--- config.mk ---
export PLATFORM = sky130hd
export DESIGN_NAME = multi_channel_watchdog_flat
export DESIGN_NICKNAME = d
export VERILOG_FILES = /design/src/rtl/wdt_pkg.sv /design/src/rtl/multi_channel_watchdog_if.sv /design/src/rtl/wdt_channel.sv /design/src/rtl/multi_channel_watchdog.sv /design/src/flat_wrapper.sv
export SDC_FILE = /design/constraint.sdc
export NUM_CORES = 1
export LEC_CHECK = 0
export BUFFER_PORTS_ARGS = -buffer_cell sky130_fd_sc_hd__buf_2
export CAP_MARGIN = 40
export CORE_MARGIN = 3
export CORE_UTILIZATION = 60
export CTS_BUF_LIST = sky130_fd_sc_hd__clkbuf_2
export DETAILED_ROUTE_END_ITERATION = 10
export PLACE_DENSITY = 0.87
export SLEW_MARGIN = 20
export SYNTH_ARGS = -nofsm -noshare
export SYNTH_HDL_FRONTEND = slang
export SYNTH_HIERARCHICAL = 1
export SYNTH_SLANG_ARGS = --single-unit
--- constraint.sdc ---
create_clock -name clk -period 5.02 [get_ports clk]
set_input_delay 0.251 -clock clk [delete_from_list [all_inputs] [get_ports clk]]
set_output_delay 0.251 -clock clk [all_outputs]
set_load 0.005 [all_outputs]
--- src/rtl/wdt_pkg.sv ---
// Shared types, defaults and sizing helper for the multi-channel watchdog.
package wdt_pkg;

  typedef enum logic [1:0] {
    IDLE    = 2'd0,
    ARMED   = 2'd1,
    EXPIRED = 2'd2
  } wdt_state_e;

  localparam int DEF_NUM_CH      = 4;
  localparam int DEF_CNT_W       = 20;
  localparam int DEF_TIMEOUT     = 1_000_000;
  localparam int DEF_WARN_MARGIN = 16;

  // Channel index width; a single channel still needs one bit of index.
  function automatic int calc_ch_w(input int n);
    return (n <= 1) ? 1 : $clog2(n);
  endfunction

endpackage

--- src/rtl/multi_channel_watchdog_if.sv ---
// Control/status bundle between a supervisor and the watchdog block.
interface multi_channel_watchdog_if
  import wdt_pkg::*;
#(
  parameter int NUM_CH = DEF_NUM_CH,
  parameter int CNT_W  = DEF_CNT_W
);
  localparam int CH_W = calc_ch_w(NUM_CH);

  logic [NUM_CH-1:0] en;
  logic [NUM_CH-1:0] kick;
  logic [NUM_CH-1:0] clr;
  logic              cfg_we;
  logic [CH_W-1:0]   cfg_ch;
  logic [CNT_W-1:0]  cfg_val;
  logic [NUM_CH-1:0] warn;
  logic [NUM_CH-1:0] expired;
  logic              any_expired;
  logic [CH_W-1:0]   first_ch;
  logic              stop_req;

  modport master (
    output en, kick, clr, cfg_we, cfg_ch, cfg_val,
    input  warn, expired, any_expired, first_ch, stop_req
  );

  modport slave (
    input  en, kick, clr, cfg_we, cfg_ch, cfg_val,
    output warn, expired, any_expired, first_ch, stop_req
  );

endinterface

--- src/rtl/wdt_channel.sv ---
// One watchdog channel: limit register, down-counter and arm/expire FSM.
//
// state   | meaning
// IDLE    | counter held, waiting for en
// ARMED   | counting down from limit, kick reloads
// EXPIRED | sticky timeout, only clr leaves
module wdt_channel
  import wdt_pkg::*;
#(
  parameter int CNT_W       = DEF_CNT_W,
  parameter int TIMEOUT     = DEF_TIMEOUT,
  parameter int WARN_MARGIN = DEF_WARN_MARGIN
) (
  input  logic             clk,
  input  logic             rst,
  input  logic             en,
  input  logic             kick,
  input  logic             clr,
  input  logic             cfg_we,
  input  logic [CNT_W-1:0] cfg_val,
  output logic             warn,
  output logic             expired,
  output logic             expiring
);

  wdt_state_e       state, state_nxt;
  logic [CNT_W-1:0] cnt;
  logic [CNT_W-1:0] limit;
  logic             limit_zero;

  assign limit_zero = (limit == '0);

  // State register.
  always_ff @(posedge clk) begin
    if (rst) state <= IDLE;
    else     state <= state_nxt;
  end

  // Next-state decode; in ARMED, disable beats kick beats terminal count.
  always_comb begin
    state_nxt = state;
    unique case (state)
      IDLE:    if (en) state_nxt = ARMED;
      ARMED: begin
        if (!en)                                     state_nxt = IDLE;
        else if (!kick && !limit_zero && cnt == CNT_W'(1)) state_nxt = EXPIRED;
      end
      EXPIRED: if (clr) state_nxt = IDLE;
      default: state_nxt = IDLE;
    endcase
  end

  // Outputs; expiring lets the top register its summary in step with expired.
  always_comb begin
    warn     = (state == ARMED) && !limit_zero && (cnt <= CNT_W'(WARN_MARGIN));
    expired  = (state == EXPIRED);
    expiring = (state_nxt == EXPIRED);
  end

  // Limit register and down-counter. A limit of zero parks the counter, and a
  // count of zero (loaded while limit was zero) waits for a kick to reload.
  always_ff @(posedge clk) begin
    if (rst) begin
      limit <= CNT_W'(TIMEOUT);
      cnt   <= '0;
    end else begin
      if (cfg_we) limit <= cfg_val;
      if (state == IDLE && en) begin
        cnt <= limit;
      end else if (state == ARMED && en) begin
        if (kick)                                      cnt <= limit;
        else if (!limit_zero && cnt > CNT_W'(1))       cnt <= cnt - CNT_W'(1);
      end
    end
  end

endmodule

--- src/rtl/multi_channel_watchdog.sv ---
// Multi-channel watchdog top: channel array, config decode, first-expiry capture.
module multi_channel_watchdog
  import wdt_pkg::*;
#(
  parameter int NUM_CH      = DEF_NUM_CH,
  parameter int CNT_W       = DEF_CNT_W,
  parameter int TIMEOUT     = DEF_TIMEOUT,
  parameter int WARN_MARGIN = DEF_WARN_MARGIN
) (
  input  logic                    clk,
  input  logic                    rst,
  multi_channel_watchdog_if.slave bus
);

  localparam int CH_W = calc_ch_w(NUM_CH);

  logic [NUM_CH-1:0] cfg_hit;
  logic [NUM_CH-1:0] warn_v;
  logic [NUM_CH-1:0] exp_v;
  logic [NUM_CH-1:0] exp_nxt;
  logic              any_nxt;
  logic [CH_W-1:0]   first_nxt;
  logic              any_q;
  logic [CH_W-1:0]   first_q;
  logic              stop_q;

  for (genvar i = 0; i < NUM_CH; i++) begin : g_ch
    // Out-of-range cfg_ch values match no channel and are dropped.
    assign cfg_hit[i] = bus.cfg_we && (bus.cfg_ch == CH_W'(i));

    wdt_channel #(
      .CNT_W       (CNT_W),
      .TIMEOUT     (TIMEOUT),
      .WARN_MARGIN (WARN_MARGIN)
    ) u_ch (
      .clk      (clk),
      .rst      (rst),
      .en       (bus.en[i]),
      .kick     (bus.kick[i]),
      .clr      (bus.clr[i]),
      .cfg_we   (cfg_hit[i]),
      .cfg_val  (bus.cfg_val),
      .warn     (warn_v[i]),
      .expired  (exp_v[i]),
      .expiring (exp_nxt[i])
    );
  end

  assign any_nxt = |exp_nxt;

  // Lowest-index channel among those expired after this edge.
  always_comb begin
    first_nxt = '0;
    for (int i = NUM_CH - 1; i >= 0; i--) begin
      if (exp_nxt[i]) first_nxt = CH_W'(i);
    end
  end

  // Summary flags, built from next-state so they line up with expired.
  always_ff @(posedge clk) begin
    if (rst) begin
      any_q   <= 1'b0;
      first_q <= '0;
      stop_q  <= 1'b0;
    end else begin
      any_q  <= any_nxt;
      stop_q <= any_nxt && !any_q;
      if (any_nxt && !any_q) first_q <= first_nxt;
    end
  end

  assign bus.warn        = warn_v;
  assign bus.expired     = exp_v;
  assign bus.any_expired = any_q;
  assign bus.first_ch    = first_q;
  assign bus.stop_req    = stop_q;

endmodule

--- src/flat_wrapper.sv ---
// flat-port wrapper written by rule: the top's interface ports become plain ports
module multi_channel_watchdog_flat import wdt_pkg::*;
#(
  parameter int NUM_CH      = DEF_NUM_CH,
  parameter int CNT_W       = DEF_CNT_W,
  parameter int TIMEOUT     = DEF_TIMEOUT,
  parameter int WARN_MARGIN = DEF_WARN_MARGIN
)
  (clk, rst, bus_en, bus_kick, bus_clr, bus_cfg_we, bus_cfg_ch, bus_cfg_val, bus_warn, bus_expired, bus_any_expired, bus_first_ch, bus_stop_req);
  multi_channel_watchdog_if #(.NUM_CH(NUM_CH), .CNT_W(CNT_W)) bus_i ();
  input  logic clk;
  input  logic rst;
  input wire logic [$bits(bus_i.en)-1:0] bus_en;
  input wire logic [$bits(bus_i.kick)-1:0] bus_kick;
  input wire logic [$bits(bus_i.clr)-1:0] bus_clr;
  input wire logic [$bits(bus_i.cfg_we)-1:0] bus_cfg_we;
  input wire logic [$bits(bus_i.cfg_ch)-1:0] bus_cfg_ch;
  input wire logic [$bits(bus_i.cfg_val)-1:0] bus_cfg_val;
  output wire logic [$bits(bus_i.warn)-1:0] bus_warn;
  output wire logic [$bits(bus_i.expired)-1:0] bus_expired;
  output wire logic [$bits(bus_i.any_expired)-1:0] bus_any_expired;
  output wire logic [$bits(bus_i.first_ch)-1:0] bus_first_ch;
  output wire logic [$bits(bus_i.stop_req)-1:0] bus_stop_req;
  assign bus_i.en = bus_en;
  assign bus_i.kick = bus_kick;
  assign bus_i.clr = bus_clr;
  assign bus_i.cfg_we = bus_cfg_we;
  assign bus_i.cfg_ch = bus_cfg_ch;
  assign bus_i.cfg_val = bus_cfg_val;
  assign bus_warn = bus_i.warn;
  assign bus_expired = bus_i.expired;
  assign bus_any_expired = bus_i.any_expired;
  assign bus_first_ch = bus_i.first_ch;
  assign bus_stop_req = bus_i.stop_req;
  multi_channel_watchdog #(.NUM_CH(NUM_CH), .CNT_W(CNT_W), .TIMEOUT(TIMEOUT), .WARN_MARGIN(WARN_MARGIN)) u_core (.clk(clk), .rst(rst), .bus(bus_i));
endmodule
==> flow_metrics.tcl, run 1 <==
set metrics [dict create \
    cp_max_fo 7 \
    drc 0 \
    busiest_layer "met2" \
    start_util_pct 62.6 \
    setup_viol 0 \
    rsz0062_at_grt "no" \
    ctsResizeCount 0 \
    gr-usage-met3_pct 5.89 \
    cts_setup_buffers 0 \
    clkTransAtPathRegs_ns 0.25 \
    vias 9186 \
    cts_tree "done" \
    synthMuxAreaShare_pct 8.74 \
    grt_max_degree 63 \
    synth_area_leaders "dfxtp_1, mux2i_1, a21oi_1" \
    crit_type "reg2out" \
    wl_per_cell_um 19.2 \
    synth_compound_area_share_pct 21.6 \
    worst_path_most_repeated_cell "and3_1" \
    slowest_delay_ns 0.70 \
    slowest_stage "or4_1" \
    die_x_um 130 \
    worst_slew_pin_slew_ns 0.831 \
    ys_seq_area_share_pct 37.1 \
    utilization_pct 68.6 \
    synth_edf_count 0 \
    powerDensity_nw_per_um2 302 \
    core_area_um2 14800 \
    clk_latency_ns 0.78 \
    drive_gt1_share_pct 11.0 \
    use_met1_pct 42.3 \
    r2r_slack_ns 2.25 \
    final.min_clock_period_ns 3.06 \
    synth_xor_area_share_pct 0 \
    timing.final.max_slew_violations 0 \
    ys_types 57 \
    cp.arrival_ns 2.81 \
    yosys.area_share.simple_pct 25.9 \
    dieArea_um2 17000 \
    total_power_uw 3070 \
    end_kind "output port" \
    hold_violations 0 \
    initialDrtViolationCount 1368 \
    fmax_mhz 327 \
    nNetsFinal 1221 \
    cts_buffer_depth 2 \
    htreeDepth 4 \
    grt_pass1_wl_um 42300 \
    cap_violations 0 \
    syn_nets 1174 \
    gp_congestion 0.992 \
    grtUsageTotal_pct 31.0 \
    cts.root.buffer_cell "clkbuf_2" \
    min_period_over_period_pct 60.9 \
    clkSinkCount 172 \
    ys_warn_count 6 \
    fillers 1176 \
    wl_um 26200 \
    start_kind "register" \
    synth-seq-cells 172 \
    die_h_um 130 \
    synth_area_leader_cell "dfxtp_1" \
    power_leakage_uw 0.00388 \
    crit_required_ns 4.77 \
    finalClockSkew_ns 0.0276 \
    dpl.hpwl_um 17600 \
    antenna_left 0 \
    placementRows 44 \
    hp-class "in2reg" \
    cts_buffers 17 \
    synth_area_um2 9280 \
    yosysMostFrequentCell "dfxtp_1" \
    grt_pass1_vias 8446 \
    ys_top_cells_by_count "dfxtp_1, nor2_1, nand2_1" \
    syn_inst 1125 \
    synthAdderAreaFrac_pct 1.62 \
    antenna_found_initial 1 \
    synth_top_area_share_pct 37.1 \
    post_drt_via_cell_ratio 6.71 \
    io_buffers 48 \
    drt_pre_antenna_iters 6 \
    slew_headroom_pct 44.1 \
    crit_chain "or4_1 > nor4_4 > and3_1 > and3_1 > buf_2" \
    grtUsageMet2_pct 48.3 \
    synth_top_family_by_area "simple AND/OR/NAND/NOR gates" \
    fin_setup_tns_ns 0 \
    yosys_most_used_dff "dfxtp_1" \
    num_io_pins 49 \
    area_growth_pct 9.56 \
    grt-ovfl-total 0 \
    async_flop_share_pct 0 \
    status "completed" \
    syn-mean-instance-area_um2 8.25 \
    peakVddDrop_mv 0.204 \
]
-- report_power, final --
group          internal [uW]  switching [uW]  total, uW
clock network            226             502        728
logic                    298             509        807
registers               1440            89.3       1530
total                   1970            1100       3070
-- worst max-delay path, delay by kind of cell (launching register included) --
kind / cells / cell delay [ns]
buffers and inverters: 1 / 0.11
DFF: 1 / 0.42
and+or+nand+nor: 4 / 1.50
-- per-stage QoR --
step	setup WS (ns)	cell area [um2]	hold slack (ns)	cells
2_1_floorplan	2.85	9280	0.323	1125
3_3_place_gp	2.47	9520	0.455	1296
3_5_place_dp	2.36	9540	0.463	1298
4_1_cts	1.96	10200	0.0448	1368
5_1_grt	1.75	10200	0.0401	1369
6_report	1.96	10200	0.0785	1369
-- worst paths after layout --
path                               startpoint                            end  cells past startpoint
hold / removal                  bus_cfg_ch[1]  u_core/g_ch[0].u_ch/limit[16]                      5
hold reg to reg   u_core/g_ch[0].u_ch/cnt[16]    u_core/g_ch[0].u_ch/cnt[16]                      2
setup reg to reg  u_core/g_ch[0].u_ch/cnt[13]    u_core/g_ch[0].u_ch/cnt[10]                      6
setup / recovery  u_core/g_ch[3].u_ch/cnt[13]                    bus_warn[3]                      5
-- area by class of cell --
type,count,area (um2),area share [%]
clock buffer,17,85.1,0.837
antenna,1,2.50,0.0246
clock inverter,14,141,1.39
tap,184,230,2.27
timing repair buffer,105,773,7.61
multi-input combinational,846,5380,52.9
sequential,172,3440,33.9
inverter,30,113,1.11
-- sequential cells by signal (all words and copies together) (netlist names) --
name / cells
u_core/bus.any_expired: 1
u_core/bus.first_ch: 2
u_core/bus.stop_req: 1
u_core/g_ch.u_ch/cnt: 80
u_core/g_ch.u_ch/limit: 80
u_core/g_ch.u_ch/state: 8
-- cells by family (layout without fill, tap and decap cells) --
family                   Yosys count  count (layout)
buffers and inverters            107             166
AND/OR/NAND/NOR                  466             466
adder cells (fa/ha/maj)           12              12
multiplexers                      81              81
other                              0               1
AO/OA/AOI/OAI                    287             287
flip-flops                       172             172
-- timing repair --
item                                    in CTS  in global routing
endpoints found under the setup margin       0                  0
hold endpoints to repair                   105                  0
hold buffers                                39                  0
-- routing by layer --
metal / up-vias / share of wire [%] / wire, um
li1: 4288 / - / -
met1: 4260 / 42 / 11000
met4: 0 / 3.3 / 863
met3: 91 / 9.2 / 2410
met5: - / 0 / 0
met2: 547 / 45 / 11900
-- placed cells by master (no fill, tap or decap), types with 5 or more instances in the layout --
cell and n:
a21o_1 5, a21oi_1 89, a22o_1 6, a22oi_1 15
a31oi_1 9, a32o_1 13, and3_1 13, buf_2 48
buf_4 17, clkbuf_2 17, dfxtp_1 172, dlygate4sd3_1 39
ha_1 12, inv_1 30, mux2i_1 81, nand2_1 111
nand2b_1 12, nand3_1 48, nand4_1 15, nor2_1 111
nor2b_1 12, nor3_1 47, nor4_1 43, nor4_4 7
o211ai_1 22, o21ai_0 43, o31a_1 5, o31ai_1 13
o32ai_1 19, o41ai_1 7, or2_2 9, or3_1 7
or4_1 15
No activity file was read; power rests on OpenSTA's default activity.
==> run 2: changes to the inputs <==
==> constraint.sdc (replaced) <==
create_clock -name clk -period 3 [get_ports clk]
set_input_delay 0.15 -clock clk [delete_from_list [all_inputs] [get_ports clk]]
set_output_delay 0.15 -clock clk [all_outputs]
set_load 0.005 [all_outputs]
==> flow_metrics.tcl, run 2 (synthesis gave the netlist of run 1 again) <==
set metrics [dict create \
    status "completed" \
    antenna_found_initial 1 \
    worst_slew_pin_slew_ns 0.779 \
    grt_pass1_vias 8359 \
    utilization_pct 69.5 \
    gp_congestion 0.986 \
    setup_viol 0 \
    start_util_pct 62.6 \
    cellInternalPower_uw 3320 \
    initialDrtViolationCount 1289 \
    power_leakage_uw 0.00396 \
    finalClockSkew_ns 0.0449 \
    vias 9206 \
    crit_type "reg2out" \
    num_io_pins 49 \
    crit_required_ns 2.85 \
    power_frac_comb_pct 27.1 \
    die_h_um 130 \
    dieArea_um2 17000 \
    seqPwrFrac_pct 49.8 \
    grt_pass1_wl_um 42100 \
    cts_buffer_depth 2 \
    p_sw_uw 1820 \
    final_area_um2 10300 \
    end_kind "output port" \
    antenna_left 0 \
    slew_headroom_pct 48.0 \
    cp.arrival_ns 2.71 \
    clk_latency_ns 0.79 \
    cts_buffers 17 \
    cap_violations 0 \
    clkSinkCount 172 \
    core_area_um2 14800 \
    area_growth_pct 11.0 \
    cts_tree "done" \
    grtUsageTotal_pct 31.0 \
    htreeDepth 4 \
    hold_violations 0 \
    drc 0 \
    clkTransAtPathRegs_ns 0.23 \
    dpl.hpwl_um 17600 \
    powerDensity_nw_per_um2 500 \
    grt-ovfl-total 0 \
    pwr-share-clk_pct 23.1 \
    fmax_mhz 350 \
    hp-class "in2reg" \
    dp.cells 1307 \
    peakVddDrop_mv 0.483 \
    place_area_um2 9610 \
    placementRows 44 \
    reg_top3 "u_core/g_ch.u_ch/cnt: 80 flops, u_core/g_ch.u_ch/limit: 80 flops, u_core/g_ch.u_ch/state: 8 flops" \
    cts.root.buffer_cell "clkbuf_2" \
    min_period_over_period_pct 95.3 \
    final.min_clock_period_ns 2.86 \
    final_cell_mix "dfxtp_1, nand2_1, nor2_1" \
    p_sw_share_pct 35.4 \
    timing.final.max_slew_violations 0 \
    drive_gt1_share_pct 12.0 \
    final_common_cell "dfxtp_1" \
    nNetsFinal 1238 \
    io_buffers 48 \
    start_kind "register" \
    wl_per_cell_um 19.0 \
    grt_max_degree 47 \
    drt_pre_antenna_iters 6 \
    die_x_um 130 \
    cp_max_fo 7 \
    stdcell_count 1388 \
    post_drt_via_cell_ratio 6.63 \
    wl_um 26300 \
]
-- run 2: changes by cell type in the layout (fill, tap and decap cells not counted), sizes merged, moves of 2 or more --
cell	previous run	this run
clkinv	5	11
buf	66	80
dlygate4sd3	39	42
clkinvlp	3	1
inv	34	30
-- run 2: routing by layer --
metal | track usage (%) | share of wire, %
met1 | 41.7 | 41
met4 | 12.5 | 3.5
met5 | 0 | 0
met3 | 7.29 | 10
met2 | 48.2 | 45
-- run 2: stage by stage --
stage                     setup TNS [ns]  hold WS, ns  setup WS (ns)  total power (uW)
after floorplan                        0        0.222          0.831              3550
final                                  0       0.0845          0.140              5150
after global routing             -0.0150       0.0567        -0.0150              5410
after detailed placement               0        0.447          0.408              3890
after global placement                 0        0.445          0.507              3860
after CTS                              0       0.0509         0.0845              5080
-- run 2: final cells by class --
class / instances / area [um2]
antenna: 2 / 5.00
tap: 184 / 230
timing repair buffer: 122 / 903
inverter: 30 / 113
fill: 1174 / 4510
clock inverter: 14 / 129
multi-input combinational: 846 / 5390
sequential: 172 / 3440
clock buffer: 18 / 90.1
-- run 2: power by group through the flow --
stage / registers (uW) / clock network (uW) / logic, uW
2_1_floorplan: 2560 / 0 / 994
3_3_place_gp: 2590 / 0 / 1270
3_5_place_dp: 2600 / 0 / 1290
4_1_cts: 2560 / 1200 / 1330
5_1_grt: 2580 / 1310 / 1520
6_report: 2560 / 1190 / 1390
-- run 2: worst max-delay path: stages (launching register included) --
cell and delay, ns:
dfxtp_1 0.41, or4_1 0.70, nor4_4 0.36, and3_1 0.24, and3_1 0.15, buf_2 0.11
-- run 2: path summary, 6_finish.rpt --
kind                               start                            end  slack, ns  cells after the start
min                           bus_cfg_we  u_core/g_ch[2].u_ch/limit[18]       0.08                      6
max          u_core/g_ch[3].u_ch/cnt[13]                    bus_warn[3]       0.14                      5
max reg2reg   u_core/g_ch[0].u_ch/cnt[8]    u_core/g_ch[0].u_ch/cnt[15]       0.45                      7
min reg2reg  u_core/g_ch[0].u_ch/cnt[16]    u_core/g_ch[0].u_ch/cnt[16]       0.49                      2
-- run 2: repair_timing --
item | in CTS | in global routing
hold endpoints to repair | 147 | 0
setup endpoints to repair | 0 | 4
resized for setup | 0 | 2
hold buffers | 42 | 0
buffers inserted | 0 | 5
==> run 3: changes to the inputs <==
--- a/config.mk
+++ b/config.mk
@@ -5,13 +5,13 @@
 export SDC_FILE = /design/constraint.sdc
 export NUM_CORES = 1
 export LEC_CHECK = 0
-export BUFFER_PORTS_ARGS = -buffer_cell sky130_fd_sc_hd__buf_2
 export CAP_MARGIN = 40
 export CORE_MARGIN = 3
 export CORE_UTILIZATION = 60
 export CTS_BUF_LIST = sky130_fd_sc_hd__clkbuf_2
 export DETAILED_ROUTE_END_ITERATION = 10
-export PLACE_DENSITY = 0.87
+export DONT_BUFFER_PORTS = 1
+export PLACE_DENSITY = 0.85
 export SLEW_MARGIN = 20
 export SYNTH_ARGS = -nofsm -noshare
 export SYNTH_HDL_FRONTEND = slang
==> flow_metrics.tcl, run 3 (synthesis gave the netlist of run 1 again) <==
set metrics [dict create \
    power_leakage_uw 0.00383 \
    wl_um 26600 \
    dpl.hpwl_um 17300 \
    cp_max_fo 7 \
    grt_pass1_vias 8533 \
    dp.cells 1253 \
    initialDrtViolationCount 1264 \
    cts.root.buffer_cell "clkbuf_2" \
    drt_pre_antenna_iters 6 \
    drc 0 \
    placementRows 44 \
    final_area_um2 10300 \
    reg_top3 "u_core/g_ch.u_ch/cnt: 80 flops, u_core/g_ch.u_ch/limit: 80 flops, u_core/g_ch.u_ch/state: 8 flops" \
    grt_pass1_wl_um 42900 \
    antenna_found_initial 3 \
    final_common_cell "dfxtp_1" \
    cts_buffers 17 \
    antenna_left 0 \
    gp_congestion 0.961 \
    powerDensity_nw_per_um2 530 \
    start_util_pct 62.6 \
    worst_slew_pin_slew_ns 0.704 \
    io_buffers 0 \
    dieArea_um2 17000 \
    end_kind "register" \
    fmax_mhz 347 \
    grtUsageTotal_pct 31.4 \
    drive_gt1_share_pct 8.53 \
    grt_max_degree 119 \
    cts_tree "done" \
    crit_required_ns 3.70 \
    post_drt_via_cell_ratio 6.82 \
    area_growth_pct 10.6 \
    grt-ovfl-total 0 \
    place_area_um2 9320 \
    nNetsFinal 1197 \
    final.min_clock_period_ns 2.88 \
    peakVddDrop_mv 0.460 \
    finalClockSkew_ns 0.0416 \
    cp.arrival_ns 3.58 \
    htreeDepth 4 \
    clkSinkCount 172 \
    cap_violations 0 \
    num_io_pins 49 \
    hp-class "in2reg" \
    wl_per_cell_um 19.8 \
    start_kind "register" \
    clk_latency_ns 0.77 \
    fin_setup_tns_ns 0 \
    min_period_over_period_pct 96.0 \
    final_cell_mix "dfxtp_1, nor2_1, nand2_1" \
    setup_viol 0 \
    vias 9188 \
    hold_violations 0 \
    crit_type "reg2reg" \
    core_area_um2 14800 \
    status "completed" \
    timing.final.max_slew_violations 0 \
    stdcell_count 1348 \
    die_h_um 130 \
    slew_headroom_pct 53.1 \
    cts_buffer_depth 2 \
    die_x_um 130 \
    utilization_pct 69.3 \
    clkTransAtPathRegs_ns 0.23 \
]
## run 3: report_power, final
part	switching, uW	internal, uW
logic	855	532
clock network	856	635
registers	147	2420
## run 3: worst paths after layout
kind	endpoint	slack, ns	start	cells past startpoint
min	u_core/g_ch[0].u_ch/cnt[15]	0.14	bus_kick[0]	3
max	u_core/bus.any_expired	0.12	u_core/g_ch[1].u_ch/cnt[13]	8
max reg2reg	u_core/bus.any_expired	0.12	u_core/g_ch[1].u_ch/cnt[13]	8
min reg2reg	u_core/g_ch[0].u_ch/cnt[16]	0.49	u_core/g_ch[0].u_ch/cnt[16]	2
## run 3: layout make-up
type	count	area, um2
Antenna cell	3	7.51
Clock buffer	17	85.1
Clock inverter	15	220
Fill cell	1178	4550
Inverter	30	113
Multi-Input combinational cell	846	5410
Sequential cell	172	3440
Tap cell	184	230
Timing Repair Buffer	81	758
## run 3: timing repair
action	4_1_cts	5_1_grt
hold endpoints to repair	172	0
endpoints found under the setup margin	0	11
gates resized for setup	0	6
hold buffers	53	0
setup buffers	0	7
## run 3: worst max-delay path: stages, from the launching register on
cell	delay, ns
dfxtp_1	0.40
or4_1	0.69
nor4_4	0.35
and3_1	0.25
nand4_1	0.12
nand2_1	0.27
nor4_4	0.10
dlygate4sd3_1	0.58
nor2_1	0.09
## run 3: layer usage
layer  global-route usage (%)  share of wire (%)
met5                        0                  0
met2                     49.6                 46
met1                     42.3                 41
met4                     11.6                3.2
met3                     6.79                9.7
## run 3: per-stage QoR
stage / hold slack [ns] / total power (uW) / worst slack, ns
floorplan: 0.222 / 3550 / 0.831
global placement: 0.231 / 3770 / 0.457
detailed placement: 0.231 / 3800 / 0.295
CTS: 0.0585 / 5370 / 0.0436
global route: 0.0897 / 5700 / -0.0123
finish: 0.142 / 5440 / 0.120
